===== config.mk =====
export PLATFORM = sky130hd
export DESIGN_NAME = serial_rx
export DESIGN_NICKNAME = d
export VERILOG_FILES = /design/src/rtl/serial_rx.sv
export SDC_FILE = /design/constraint.sdc
export NUM_CORES = 1
export LEC_CHECK = 0
export ABC_CLOCK_PERIOD_IN_PS = 5000
export CAP_MARGIN = 20
export CORE_ASPECT_RATIO = 0.9
export CORE_MARGIN = 5
export CORE_UTILIZATION = 64
export CTS_BUF_LIST = sky130_fd_sc_hd__clkbuf_8
export CTS_CLUSTER_DIAMETER = 120
export CTS_CLUSTER_SIZE = 30
export DETAILED_ROUTE_END_ITERATION = 6
export PLACE_DENSITY = 0.88
export SYNTH_ARGS = -nofsm -noshare
export SYNTH_HDL_FRONTEND = slang
export SYNTH_SLANG_ARGS = --single-unit

===== constraint.sdc =====
create_clock -name clock -period 5 [get_ports clock]
set_input_delay 0.5 -clock clock [delete_from_list [all_inputs] [get_ports clock]]
set_output_delay 0.5 -clock clock [all_outputs]
set_load 0.01 [all_outputs]

===== src/rtl/serial_rx.sv =====
// UART receiver with an oversampling front end, a receive FIFO and a two-register read port (DATA/STATUS).
// Define SERIAL_RX_PARITY_EN for 8E1 framing with parity checking; otherwise the frame is 8N1.
module serial_rx #(
  parameter int CLK_HZ     = 100000000,
  parameter int BAUD       = 115200,
  parameter int OVERSAMPLE = 16,
  parameter int FIFO_DEPTH = 16
) (
  input  logic        clock,
  input  logic        clrn,
  input  logic        rx,
  input  logic        sel,
  input  logic        re,
  input  logic [31:0] addr,
  output logic [31:0] dout,
  output logic        irq
);

  localparam int DIV_RAW = CLK_HZ / (BAUD * OVERSAMPLE);
  localparam int DIV     = (DIV_RAW < 1) ? 1 : DIV_RAW;
  localparam int DW      = (DIV > 1) ? $clog2(DIV) : 1;
  localparam int AW      = (FIFO_DEPTH > 1) ? $clog2(FIFO_DEPTH) : 1;
  localparam int PW      = AW + 1;

  localparam logic [3:0] TC_MID  = 4'(OVERSAMPLE / 2 - 1);
  localparam logic [3:0] TC_LAST = 4'(OVERSAMPLE - 1);

  localparam logic [2:0] IDLE   = 3'd0;
  localparam logic [2:0] START  = 3'd1;
  localparam logic [2:0] DATA   = 3'd2;
  localparam logic [2:0] STOP   = 3'd3;
`ifdef SERIAL_RX_PARITY_EN
  localparam logic [2:0] PARITY = 3'd4;
`endif

  // Only addr[2] selects a register; the remaining bits are ignored.
  logic unused_addr_bits;
  assign unused_addr_bits = ^{addr[31:3], addr[1:0]};

  // ---------------------------------------------------------------
  // rx synchronizer, idle-high so reset never looks like a start bit
  // ---------------------------------------------------------------
  logic [1:0] sync_reg;
  logic       rx_s;

  always_ff @(posedge clock) begin
    if (!clrn) begin
      sync_reg <= 2'b11;
    end else begin
      sync_reg <= {sync_reg[0], rx};
    end
  end

  assign rx_s = sync_reg[1];

  // ---------------------------------------------------------------
  // Oversample tick generator
  // ---------------------------------------------------------------
  logic [2:0]    state_reg;
  logic [3:0]    tc_reg;
  logic [2:0]    bit_cnt_reg;
  logic [7:0]    shift_reg;
  logic          armed_reg;
  logic [DW-1:0] div_cnt_reg;
  logic          tick;
  logic          start_det;

  assign tick      = (div_cnt_reg == DW'(DIV - 1));
  assign start_det = (state_reg == IDLE) && armed_reg && !rx_s;

  always_ff @(posedge clock) begin
    if (!clrn) begin
      div_cnt_reg <= '0;
    end else if (start_det || tick) begin
      div_cnt_reg <= '0;
    end else begin
      div_cnt_reg <= div_cnt_reg + DW'(1);
    end
  end

  // ---------------------------------------------------------------
  // Frame events derived from the current FSM position
  // ---------------------------------------------------------------
  logic sample_point;
  logic stop_sample;
  logic push_req;
  logic fe_set;
  logic pe_set;

  assign sample_point = tick && (tc_reg == TC_LAST);
  assign stop_sample  = (state_reg == STOP) && sample_point;
  assign fe_set       = stop_sample && !rx_s;

`ifdef SERIAL_RX_PARITY_EN
  logic pe_pend_reg;
  // Even parity: the parity bit must equal the XOR of the data bits.
  assign pe_set   = (state_reg == PARITY) && sample_point && (rx_s != ^shift_reg);
  assign push_req = stop_sample && rx_s && !pe_pend_reg;
`else
  assign pe_set   = 1'b0;
  assign push_req = stop_sample && rx_s;
`endif

  // ---------------------------------------------------------------
  // Receive FSM
  // ---------------------------------------------------------------
  always_ff @(posedge clock) begin
    if (!clrn) begin
      state_reg   <= IDLE;
      tc_reg      <= 4'd0;
      bit_cnt_reg <= 3'd0;
      shift_reg   <= 8'd0;
      armed_reg   <= 1'b0;
    end else begin
      case (state_reg)
        IDLE: begin
          if (rx_s) begin
            armed_reg <= 1'b1;
          end
          if (start_det) begin
            state_reg <= START;
            tc_reg    <= 4'd0;
          end
        end
        START: begin
          if (tick) begin
            if (tc_reg == TC_MID) begin
              tc_reg <= 4'd0;
              if (!rx_s) begin
                state_reg   <= DATA;
                bit_cnt_reg <= 3'd0;
              end else begin
                state_reg <= IDLE;
              end
            end else begin
              tc_reg <= tc_reg + 4'd1;
            end
          end
        end
        DATA: begin
          if (tick) begin
            if (tc_reg == TC_LAST) begin
              tc_reg      <= 4'd0;
              shift_reg   <= {rx_s, shift_reg[7:1]};
              bit_cnt_reg <= bit_cnt_reg + 3'd1;
              if (bit_cnt_reg == 3'd7) begin
`ifdef SERIAL_RX_PARITY_EN
                state_reg <= PARITY;
`else
                state_reg <= STOP;
`endif
              end
            end else begin
              tc_reg <= tc_reg + 4'd1;
            end
          end
        end
`ifdef SERIAL_RX_PARITY_EN
        PARITY: begin
          if (tick) begin
            if (tc_reg == TC_LAST) begin
              tc_reg    <= 4'd0;
              state_reg <= STOP;
            end else begin
              tc_reg <= tc_reg + 4'd1;
            end
          end
        end
`endif
        STOP: begin
          if (tick) begin
            if (tc_reg == TC_LAST) begin
              tc_reg    <= 4'd0;
              state_reg <= IDLE;
              // A low stop bit means the line may still be in break; wait for high before re-arming.
              if (!rx_s) begin
                armed_reg <= 1'b0;
              end
            end else begin
              tc_reg <= tc_reg + 4'd1;
            end
          end
        end
        default: begin
          state_reg <= IDLE;
          tc_reg    <= 4'd0;
        end
      endcase
    end
  end

`ifdef SERIAL_RX_PARITY_EN
  always_ff @(posedge clock) begin
    if (!clrn) begin
      pe_pend_reg <= 1'b0;
    end else if (state_reg == START) begin
      pe_pend_reg <= 1'b0;
    end else if (pe_set) begin
      pe_pend_reg <= 1'b1;
    end
  end
`endif

  // ---------------------------------------------------------------
  // Bus access edge detection
  // ---------------------------------------------------------------
  logic pop_req;
  logic pop_req_d_reg;
  logic st_req;
  logic st_req_d_reg;
  logic st_clr;

  assign pop_req = sel && re && !addr[2];
  assign st_req  = sel && re && addr[2];
  assign st_clr  = st_req && !st_req_d_reg;

  always_ff @(posedge clock) begin
    if (!clrn) begin
      pop_req_d_reg <= 1'b0;
      st_req_d_reg  <= 1'b0;
    end else begin
      pop_req_d_reg <= pop_req;
      st_req_d_reg  <= st_req;
    end
  end

  // ---------------------------------------------------------------
  // Receive FIFO; pointers carry one extra wrap bit
  // ---------------------------------------------------------------
  logic [7:0]    mem [FIFO_DEPTH];
  logic [PW-1:0] wr_ptr_reg;
  logic [PW-1:0] rd_ptr_reg;
  logic [PW-1:0] wr_ptr_next;
  logic [PW-1:0] rd_ptr_next;
  logic [PW-1:0] count;
  logic          empty;
  logic          full;
  logic          pop;
  logic          do_push;
  logic          ov_set;

  assign empty   = (wr_ptr_reg == rd_ptr_reg);
  assign full    = (wr_ptr_reg[PW-1] != rd_ptr_reg[PW-1]) &&
                   (wr_ptr_reg[AW-1:0] == rd_ptr_reg[AW-1:0]);
  assign count   = wr_ptr_reg - rd_ptr_reg;
  assign pop     = pop_req && !pop_req_d_reg && !empty;
  // A same-cycle pop frees the slot before the push is considered.
  assign do_push = push_req && (!full || pop);
  assign ov_set  = push_req && full && !pop;

  assign wr_ptr_next = wr_ptr_reg + {{(PW-1){1'b0}}, do_push};
  assign rd_ptr_next = rd_ptr_reg + {{(PW-1){1'b0}}, pop};

  always_ff @(posedge clock) begin
    if (do_push) begin
      mem[wr_ptr_reg[AW-1:0]] <= shift_reg;
    end
  end

  always_ff @(posedge clock) begin
    if (!clrn) begin
      wr_ptr_reg <= '0;
      rd_ptr_reg <= '0;
      irq        <= 1'b0;
    end else begin
      wr_ptr_reg <= wr_ptr_next;
      rd_ptr_reg <= rd_ptr_next;
      irq        <= (wr_ptr_next != rd_ptr_next);
    end
  end

  // ---------------------------------------------------------------
  // Sticky status flags; a new event outranks a simultaneous clear
  // ---------------------------------------------------------------
  logic ov_reg;
  logic fe_reg;
  logic pe_reg;

  always_ff @(posedge clock) begin
    if (!clrn) begin
      ov_reg <= 1'b0;
      fe_reg <= 1'b0;
      pe_reg <= 1'b0;
    end else begin
      ov_reg <= ov_set || (ov_reg && !st_clr);
      fe_reg <= fe_set || (fe_reg && !st_clr);
      pe_reg <= pe_set || (pe_reg && !st_clr);
    end
  end

  // ---------------------------------------------------------------
  // Read data mux
  // ---------------------------------------------------------------
  always_comb begin
    dout = 32'd0;
    if (addr[2]) begin
      dout[0]    = !empty;
      dout[1]    = ov_reg;
      dout[2]    = fe_reg;
      dout[3]    = pe_reg;
      dout[15:8] = 8'(count);
    end else if (!empty) begin
      dout[7:0] = mem[rd_ptr_reg[AW-1:0]];
    end
  end

endmodule


==> reports/qor.yml, run 1 <==
yosys:
  synth_edf_count: 128
  synth_area_leaders: "edfxtp_1, dfxtp_1, mux4_2, mux2i_1, buf_4"
  yosysWarnings: 0
  synth_most_common_cell: "edfxtp_1"
  synthSimpleGateAreaFrac_pct: 11.3
  synth_mux_area_share_pct: 12.1
  netlist_instances: 492
  yosysTopAreaCell: "edfxtp_1"
  synthFlopType: "edfxtp_1"
  synth.distinct_cells: 56
  ys_seq_area_share_pct: 63.7
  syn_area_sq_mm: 0.00735
  ys_ff_latch: 170
  synth.cells.most_frequent: "edfxtp_1, dfxtp_1, mux4_2"
  synth_top_family_by_area: "multiplexers"
  synth_xor_area_share_pct: 2.76
  synth-async-reset-ratio_pct: 0
  synth_fa_ha_area_share_pct: 2.31
  synth_top_area_share_pct: 52.3
  synth_area_per_cell_sq_um: 14.9
  synth-compound-area-share_pct: 4.07
floorplan:
  die_x_um: 123
  core_area_sq_mm: 0.0113
  dieArea_sq_mm: 0.0137
  io-pin-count: 70
  fp-row-count: 37
  die_y_um: 112
  initial_utilization_pct: 64.8
grt:
  grt_first_pass_wirelength_mm: 22.2
  antenna_found_initial: 0
  grt-ovfl-total: 0
  grt_usage_pct: 21.9
  grt_pass1_vias: 4145
  grt_max_degree: 29
setup_path:
  startpoint_type: "flip-flop"
  crit_path_top_delay_cell: "dfxtp_1"
  slowest_delay_ns: 0.78
  cp.required_ns: 4.50
  arrival_ns: 3.86
  crit_type: "flip-flop to output pin"
  regToRegEndpoint: "irq"
  cp-end-kind: "output pin"
  path_cells: "clkinv_1, ha_1, and4_1, and2_2, or2_2, a211oi_1, clkdlybuf4s50_1"
  cp_max_fo: 13
  rrSetupSlack_ns: 1.04
  r2r_start: "rd_ptr_reg[3]"
  r2r_cells: 12
sta:
  tightest_slew_ns: 1.08
  setup_ws_ns: 0.639
  finalHoldViolCount: 0
  min_period_over_period_pct: 87.2
  fin_setup_tns_ns: 0
  slew_headroom_pct: 27.1
  rsz0062_at_grt: "no"
  fin_crit_ns: 4.36
  fin_skew_ns: 0.0162
  fmax_mhz: 229
  drv_slew: 0
  finalSetupViolCount: 0
power_and_ir_drop:
  p_sw_uw: 522
  p_comb_share_pct: 1.4
  intPower_uw: 2060
  swShare_pct: 20.3
  clkPwrFrac_pct: 40.3
  power_density_mw_per_mm2: 318
  leakagePower_uw: 0.00284
  ir_worst_vdd_mv: 0.240
  power_frac_seq_pct: 58.3
final_layout:
  largest_reg_flops: 128
  num_antenna_cells: 0
  drive_gt1_share_pct: 16.1
  finalNetCount: 572
  fin_cells: 691
  syn_to_final_growth_pct: 10.3
placed_design:
  gp_congestion: 0.859
  placed_cells: 657
  port_buffers: 19
  pre_cts_slack_ns: 1.12
  place_hpwl_mm: 9.16
routing:
  firstDrtPassIters: 5
  drtIter0Drc: 374
  route.detailed.drc: 0
  avgRoutedWirePerCell_um: 20.5
  vias: 4177
  final_antenna_net_count: 0
  vias_per_cell: 6.04
  routed_wl_mm: 14.1
clock_tree:
  cts_setup_buffers: 0
  clk_pin_slew_ns: 0.09
  cts_tree: "yes"
  hold_buffers: 0
  cts_resized: 0
  numClockSinks: 170
  clock_latency_ns: 0.46
  root_buffer: "clkbuf_8"
  cts_buffers: 17
  cts_max_path_buffers: 2
  cts-htree-levels: 4
job:
  drv_cap: 0
hold_path:
  hold_start: "sync_reg[0]"
  hold_path_end: "sync_reg[1]"
  hold_depth: 1
  hold_path.class: "flip-flop to flip-flop"
status:
  run_status: "completed"
[cell usage in the layout, fill, tap and decap left out, drive strengths merged, types with 5 or more instances in the layout]
| cell type | instances |
|---|---|
| edfxtp | 128 |
| dfxtp | 42 |
| mux4 | 31 |
| nor2 | 30 |
| nand2 | 24 |
| nor2b | 19 |
| conb | 19 |
| clkdlybuf4s50 | 19 |
| clkbuf | 19 |
| mux2i | 18 |
| and2 | 14 |
| nand3 | 13 |
| buf | 13 |
| ha | 12 |
| inv | 11 |
| xor2 | 10 |
| a22oi | 7 |
| nor3 | 7 |
| and3 | 7 |
| nand4 | 7 |
| xnor2 | 7 |
| o21ai | 6 |
| a211oi | 6 |
| clkinv | 6 |
| nand2b | 5 |
[worst max-delay path: cells and delay by family (launching register included)]
kind / cells / cell delay, ns
AND/OR/NAND/NOR: 3 / 0.83
adder cells (fa/ha/maj): 1 / 0.47
AO/OA/AOI/OAI: 1 / 0.23
buffers and inverters: 2 / 1.08
flip-flops: 1 / 0.78
[metrics by stage]
stage	utilization, %	cell area [sq um]	hold WS [ns]	power [uW]
6_report	71.5	8110	0.430	2580
5_1_grt	71.5	8110	0.462	2670
4_1_cts	71.4	8100	0.434	2590
3_5_place_dp	67.6	7660	0.412	1570
3_3_place_gp	67.6	7660	0.394	1570
2_1_floorplan	-	7420	0.386	1570
[cell type report]
class                   count  area (sq um)
flip-flops and latches    170          4690
inverters                   9          33.8
multi-input cells         290          2460
fillers                   700          3240
repair buffers             34           298
clock buffers              17           234
clock inverters            15           198
well taps                 156           195
[routing by layer]
metal	track usage [%]	wire length (um)	vias up	part of all wire, %
met5	0	0	-	0
met4	5.98	178	0	1.3
li1	-	-	1893	-
met2	35.0	7120	189	50
met1	29.7	5840	2075	41
met3	6.50	988	20	7.0
[cell families after synthesis]
logic type / after synthesis
AOI/OAI and AO/OA: 39
buffers and inverters: 50
adders and majority gates: 13
muxes: 50
xor gates and xnor gates: 19
and+or+nand+nor: 150
DFF: 170
other: 1
[power groups by stage]
stage / clock (uW) / sequential, uW / combinational [uW]
floorplan: 0 / 1530 / 36.4
global placement: 0 / 1540 / 32.5
detailed placement: 0 / 1540 / 33.9
CTS: 1050 / 1500 / 34.1
global route: 1130 / 1500 / 38.3
finish: 1040 / 1500 / 35.0
[worst max-delay path by stage]
stage / start / to / slack (ns)
after floorplan: rd_ptr_reg[2] / irq / 1.72
after global placement: rd_ptr_reg[3] / irq / 1.27
after detailed placement: rd_ptr_reg[3] / irq / 1.12
after CTS: rd_ptr_reg[3] / dout[6] / 0.62
after global routing: rd_ptr_reg[3] / dout[6] / 0.51
final: rd_ptr_reg[3] / dout[6] / 0.64
Note: power is estimated with default switching activity, not from simulation.
==> run 2: changes to the inputs <==
==> constraint.sdc (replaced) <==
create_clock -name clock -period 5 [get_ports clock]
set_input_delay 0.5 -clock clock [delete_from_list [all_inputs] [get_ports clock]]
set_output_delay 0.5 -clock clock [all_outputs]
set_load 0.005 [all_outputs]
==> reports/qor.yml, run 2 (synthesized netlist as in run 1, its figures left out) <==
clock_tree:
  numClockSinks: 170
  cts_resized: 0
  hold_buffers: 0
  cts_tree: "yes"
  cts-htree-levels: 4
  cts_max_path_buffers: 2
  clock_latency_ns: 0.46
  clk_pin_slew_ns: 0.08
  cts_setup_buffers: 0
  cts_buffers: 17
  root_buffer: "clkbuf_8"
placed_design:
  place_hpwl_mm: 9.41
  port_buffers: 19
  place_area_sq_mm: 0.00765
  placed_cells: 655
  gp_congestion: 0.828
power_and_ir_drop:
  swShare_pct: 19.1
  clkPwrFrac_pct: 41.6
  p_comb_share_pct: 1.2
  leakagePower_uw: 0.00286
  intPower_uw: 2130
  ir_worst_vdd_mv: 0.180
  p_sw_uw: 502
  power_density_mw_per_mm2: 324
  power_frac_seq_pct: 57.2
  power_uw: 2630
setup_path:
  critical-path-top-delay-family: "buffers and inverters"
  cp.required_ns: 4.50
  crit_path_top_delay_cell: "dfxtp_1"
  startpoint_type: "flip-flop"
  slowest_delay_ns: 0.74
  cp-end-kind: "output pin"
  crit_buf_inv: 2
  crit_type: "flip-flop to output pin"
  path_cells: "clkinv_1, ha_1, and4_1, and2_2, or2_2, a211oi_1, clkdlybuf4s50_1"
  cp_max_fo: 13
  arrival_ns: 3.75
final_layout:
  mostFrequentLayoutCells: "edfxtp_1, dfxtp_1, mux4_2, nor2_1, nand2_1"
  largest_reg_flops: 128
  drive_gt1_share_pct: 15.9
  multi_input_area_sq_mm: 0.00246
  area.sequential_sq_mm: 0.00469
  final_common_cell: "edfxtp_1"
  syn_to_final_growth_pct: 10.4
  finalNetCount: 570
  final_area_sq_mm: 0.00812
  num_antenna_cells: 0
  fin_cells: 689
  fillCellCount: 696
sta:
  fin_setup_tns_ns: 0
  fmax_mhz: 235
  min_period_over_period_pct: 84.9
  finalSetupViolCount: 0
  fin_skew_ns: 0.0123
  fin_crit_ns: 4.25
  finalHoldViolCount: 0
  fin_hold_ws_ns: 0.482
  tightest_slew_ns: 1.07
  rsz0062_at_grt: "no"
  slew_headroom_pct: 27.8
  drv_slew: 0
routing:
  final_antenna_net_count: 0
  routed_wl_mm: 14.5
  route.detailed.drc: 0
  avgRoutedWirePerCell_um: 21.1
  firstDrtPassIters: 5
  vias_per_cell: 6.11
  vias: 4213
  drtIter0Drc: 403
floorplan:
  fp-row-count: 37
  die_x_um: 123
  dieArea_sq_mm: 0.0137
  core_area_sq_mm: 0.0113
  die_y_um: 112
  io-pin-count: 70
  initial_utilization_pct: 64.8
hold_path:
  hold_path.class: "flip-flop to flip-flop"
grt:
  grt_max_degree: 30
  antenna_found_initial: 0
  grt_first_pass_wirelength_mm: 22.9
  grt_usage_pct: 22.7
  grt_pass1_vias: 4195
  grt-ovfl-total: 0
status:
  run_status: "completed"
job:
  drv_cap: 0
-- run 2: changes by cell type in the layout (fill, tap and decap cells not counted), sizes merged --
cell      previous run  this run
inv                 11        10
clkbuf              19        21
buf                 13        11
clkinv               6         7
clkinvlp             3         0
bufinv               4         5
-- run 2: stage by stage --
step                worst slack (ns)  util, %
finish                         0.753     71.6
global route                   0.571     71.6
CTS                            0.740     71.5
detailed placement              1.08     67.4
global placement                1.23     67.4
floorplan                       1.72        -
-- run 2: worst paths after layout --
check / from / cells past startpoint / slack, ns / endpoint
min: div_cnt_reg[0] / 1 / 0.48 / div_cnt_reg[0]
min reg2reg: div_cnt_reg[0] / 1 / 0.48 / div_cnt_reg[0]
max reg2reg: rd_ptr_reg[3] / 12 / 1.02 / irq
max: rd_ptr_reg[3] / 7 / 0.75 / dout[5]
-- run 2: layout make-up --
class	count	area share [%]
clock buffers	19	3.22
inverters	9	0.416
repair buffers	32	3.48
clock inverters	13	2.45
well taps	156	2.40
flip-flops and latches	170	57.7
multi-input cells	290	30.3
-- run 2: layer usage --
metal | up-vias | wire, um | global-route usage [%]
met5 | - | 0 | 0
met4 | 0 | 328 | 8.63
met3 | 27 | 996 | 6.09
met2 | 186 | 7440 | 36.2
met1 | 2110 | 5760 | 30.0
li1 | 1890 | - | -
-- run 2: power by group through the flow --
| stage | logic [uW] | registers (uW) | clock network [uW] |
|---|---|---|---|
| finish | 32.3 | 1500 | 1090 |
| global route | 36.2 | 1500 | 1180 |
| CTS | 31.8 | 1500 | 1110 |
| global placement | 29.5 | 1540 | 0 |
| detailed placement | 31.2 | 1540 | 0 |
| floorplan | 33.0 | 1530 | 0 |
==> run 3: changes to the inputs <==
==> config.mk (replaced) <==
export PLATFORM = sky130hd
export DESIGN_NAME = serial_rx
export DESIGN_NICKNAME = d
export VERILOG_FILES = /design/src/rtl/serial_rx.sv
export SDC_FILE = /design/constraint.sdc
export NUM_CORES = 1
export LEC_CHECK = 0
export ABC_CLOCK_PERIOD_IN_PS = 3900
export CAP_MARGIN = 20
export CORE_ASPECT_RATIO = 0.9
export CORE_MARGIN = 5
export CORE_UTILIZATION = 54
export CTS_BUF_LIST = sky130_fd_sc_hd__clkbuf_8
export CTS_CLUSTER_DIAMETER = 120
export CTS_CLUSTER_SIZE = 30
export DETAILED_ROUTE_END_ITERATION = 6
export PLACE_DENSITY = 0.79
export SYNTH_ARGS = -nofsm -noshare
export SYNTH_HDL_FRONTEND = slang
export SYNTH_SLANG_ARGS = --single-unit
==> constraint.sdc (replaced) <==
create_clock -name clock -period 3.9 [get_ports clock]
set_input_delay 0.39 -clock clock [delete_from_list [all_inputs] [get_ports clock]]
set_output_delay 0.39 -clock clock [all_outputs]
set_load 0.005 [all_outputs]
==> reports/qor.yml, run 3 (synthesized netlist as in run 1, its figures left out) <==
final_layout:
  final_core_utilization_pct: 60.8
  multi_input_area_sq_mm: 0.00246
  final_common_cell: "edfxtp_1"
  mostFrequentLayoutCells: "edfxtp_1, dfxtp_1, mux4_2, nor2_1, nand2_1"
  num_antenna_cells: 0
  area.sequential_sq_mm: 0.00469
  drive_gt1_share_pct: 15.9
  syn_to_final_growth_pct: 10.5
  fillCellCount: 954
  finalNetCount: 573
  largest_reg_flops: 128
setup_path:
  cp-end-kind: "output pin"
  regToRegEndpoint: "irq"
  rrSetupSlack_ns: 0.58
  path_cells: "clkinv_1, ha_1, and4_1, and2_2, or2_2, a211oi_1, clkdlybuf4s50_1"
  arrival_ns: 3.28
  r2r_start: "rd_ptr_reg[2]"
  startpoint_type: "flip-flop"
  cp_max_fo: 5
  r2r_cells: 12
  crit_path_top_delay_cell: "clkdlybuf4s50_1"
  cp.required_ns: 3.51
  slowest_delay_ns: 0.58
  crit_type: "flip-flop to output pin"
routing:
  routed_wl_mm: 14.3
  avgRoutedWirePerCell_um: 20.3
  route.detailed.drc: 0
  final_antenna_net_count: 0
  drtIter0Drc: 351
  vias: 4197
  firstDrtPassIters: 5
  vias_per_cell: 5.96
floorplan:
  initial_utilization_pct: 55.0
  fp-row-count: 40
  dieArea_sq_mm: 0.0161
  io-pin-count: 70
  core_area_sq_mm: 0.0134
  die_y_um: 121
  die_x_um: 133
hold_path:
  hold_depth: 1
  hold_start: "sync_reg[0]"
  hold_path.class: "flip-flop to flip-flop"
  hold_path_end: "sync_reg[1]"
placed_design:
  pre_cts_slack_ns: 0.619
  place_hpwl_mm: 9.57
  port_buffers: 19
  gp_congestion: 0.860
sta:
  finalSetupViolCount: 0
  tightest_slew_ns: 0.903
  min_period_over_period_pct: 94.2
  finalHoldViolCount: 0
  fin_skew_ns: 0.0164
  setup_ws_ns: 0.227
  drv_slew: 0
  slew_headroom_pct: 39.6
  rsz0062_at_grt: "no"
  fmax_mhz: 272
  fin_setup_tns_ns: 0
  fin_crit_ns: 3.67
clock_tree:
  clock_latency_ns: 0.45
  cts_setup_buffers: 0
  clk_pin_slew_ns: 0.09
  cts-htree-levels: 4
  cts_buffers: 17
  cts_resized: 0
  numClockSinks: 170
  cts_tree: "yes"
  hold_buffers: 0
  root_buffer: "clkbuf_8"
  cts_max_path_buffers: 2
power_and_ir_drop:
  power_density_mw_per_mm2: 403
  leakagePower_uw: 0.00286
  ir_worst_vdd_mv: 0.223
status:
  run_status: "completed"
grt:
  grt_pass1_vias: 4304
  grt_usage_pct: 18.9
  grt_first_pass_wirelength_mm: 23.0
  antenna_found_initial: 0
  grt-ovfl-total: 0
  grt_max_degree: 38
job:
  drv_cap: 0
-- run 3: changes by cell type in the layout (fill, tap and decap cells not counted) --
cell,previous run,this run
clkbuf_8,19,17
clkinv_2,3,1
clkbuf_2,2,0
inv_6,1,2
buf_4,11,16
bufinv_16,5,4
clkinvlp_4,0,1
inv_1,9,12
-- run 3: power breakdown --
group | total, uW | leakage (uW) | switching, uW | internal (uW)
clock | 1300 | 0.000227 | 611 | 691
sequential | 1930 | 0.00153 | 6.18 | 1920
combinational | 42.3 | 0.00111 | 25.0 | 17.2
-- run 3: how the worst max path moves through the flow --
stage	cells past startpoint	start	slack (ns)	end
2_1_floorplan	14	rd_ptr_reg[2]	0.62	irq
3_3_place_gp	7	rd_ptr_reg[2]	0.67	dout[4]
3_5_place_dp	12	rd_ptr_reg[2]	0.62	irq
4_1_cts	7	rd_ptr_reg[2]	0.12	dout[4]
5_1_grt	7	rd_ptr_reg[2]	0.02	dout[4]
6_report	7	rd_ptr_reg[2]	0.23	dout[4]
-- run 3: area by class of cell --
cell class	instances	area share [%]
repair buffers	35	3.82
flip-flops and latches	170	57.7
multi-input cells	290	30.3
inverters	9	0.416
well taps	168	2.59
clock buffers	17	2.88
clock inverters	15	2.30
-- run 3: worst max-delay path, delay by kind of cell, from the launching register on --
kind | cells | cell delay, ns
and+or+nand+nor | 3 | 0.86
DFF | 1 | 0.34
buffers and inverters | 2 | 0.84
AOI/OAI and AO/OA | 1 | 0.33
adders and majority gates | 1 | 0.45
-- run 3: metrics by stage --
step / power (uW) / cells / hold WS (ns) / cell area [sq um]
2_1_floorplan: 2010 / 510 / 0.386 / 7420
3_3_place_gp: 2010 / 672 / 0.395 / 7700
3_5_place_dp: 2010 / 672 / 0.397 / 7700
6_report: 3270 / 704 / 0.414 / 8120
5_1_grt: 3380 / 704 / 0.436 / 8120
4_1_cts: 3290 / 704 / 0.421 / 8120
-- run 3: layer usage --
metal / wire length [um] / vias to the layer above / GRT usage, %
li1: - / 1898 / -
met1: 5960 / 2113 / 24.0
met2: 7300 / 165 / 31.8
met3: 823 / 21 / 4.70
met4: 236 / 0 / 6.56
met5: 0 / - / 0
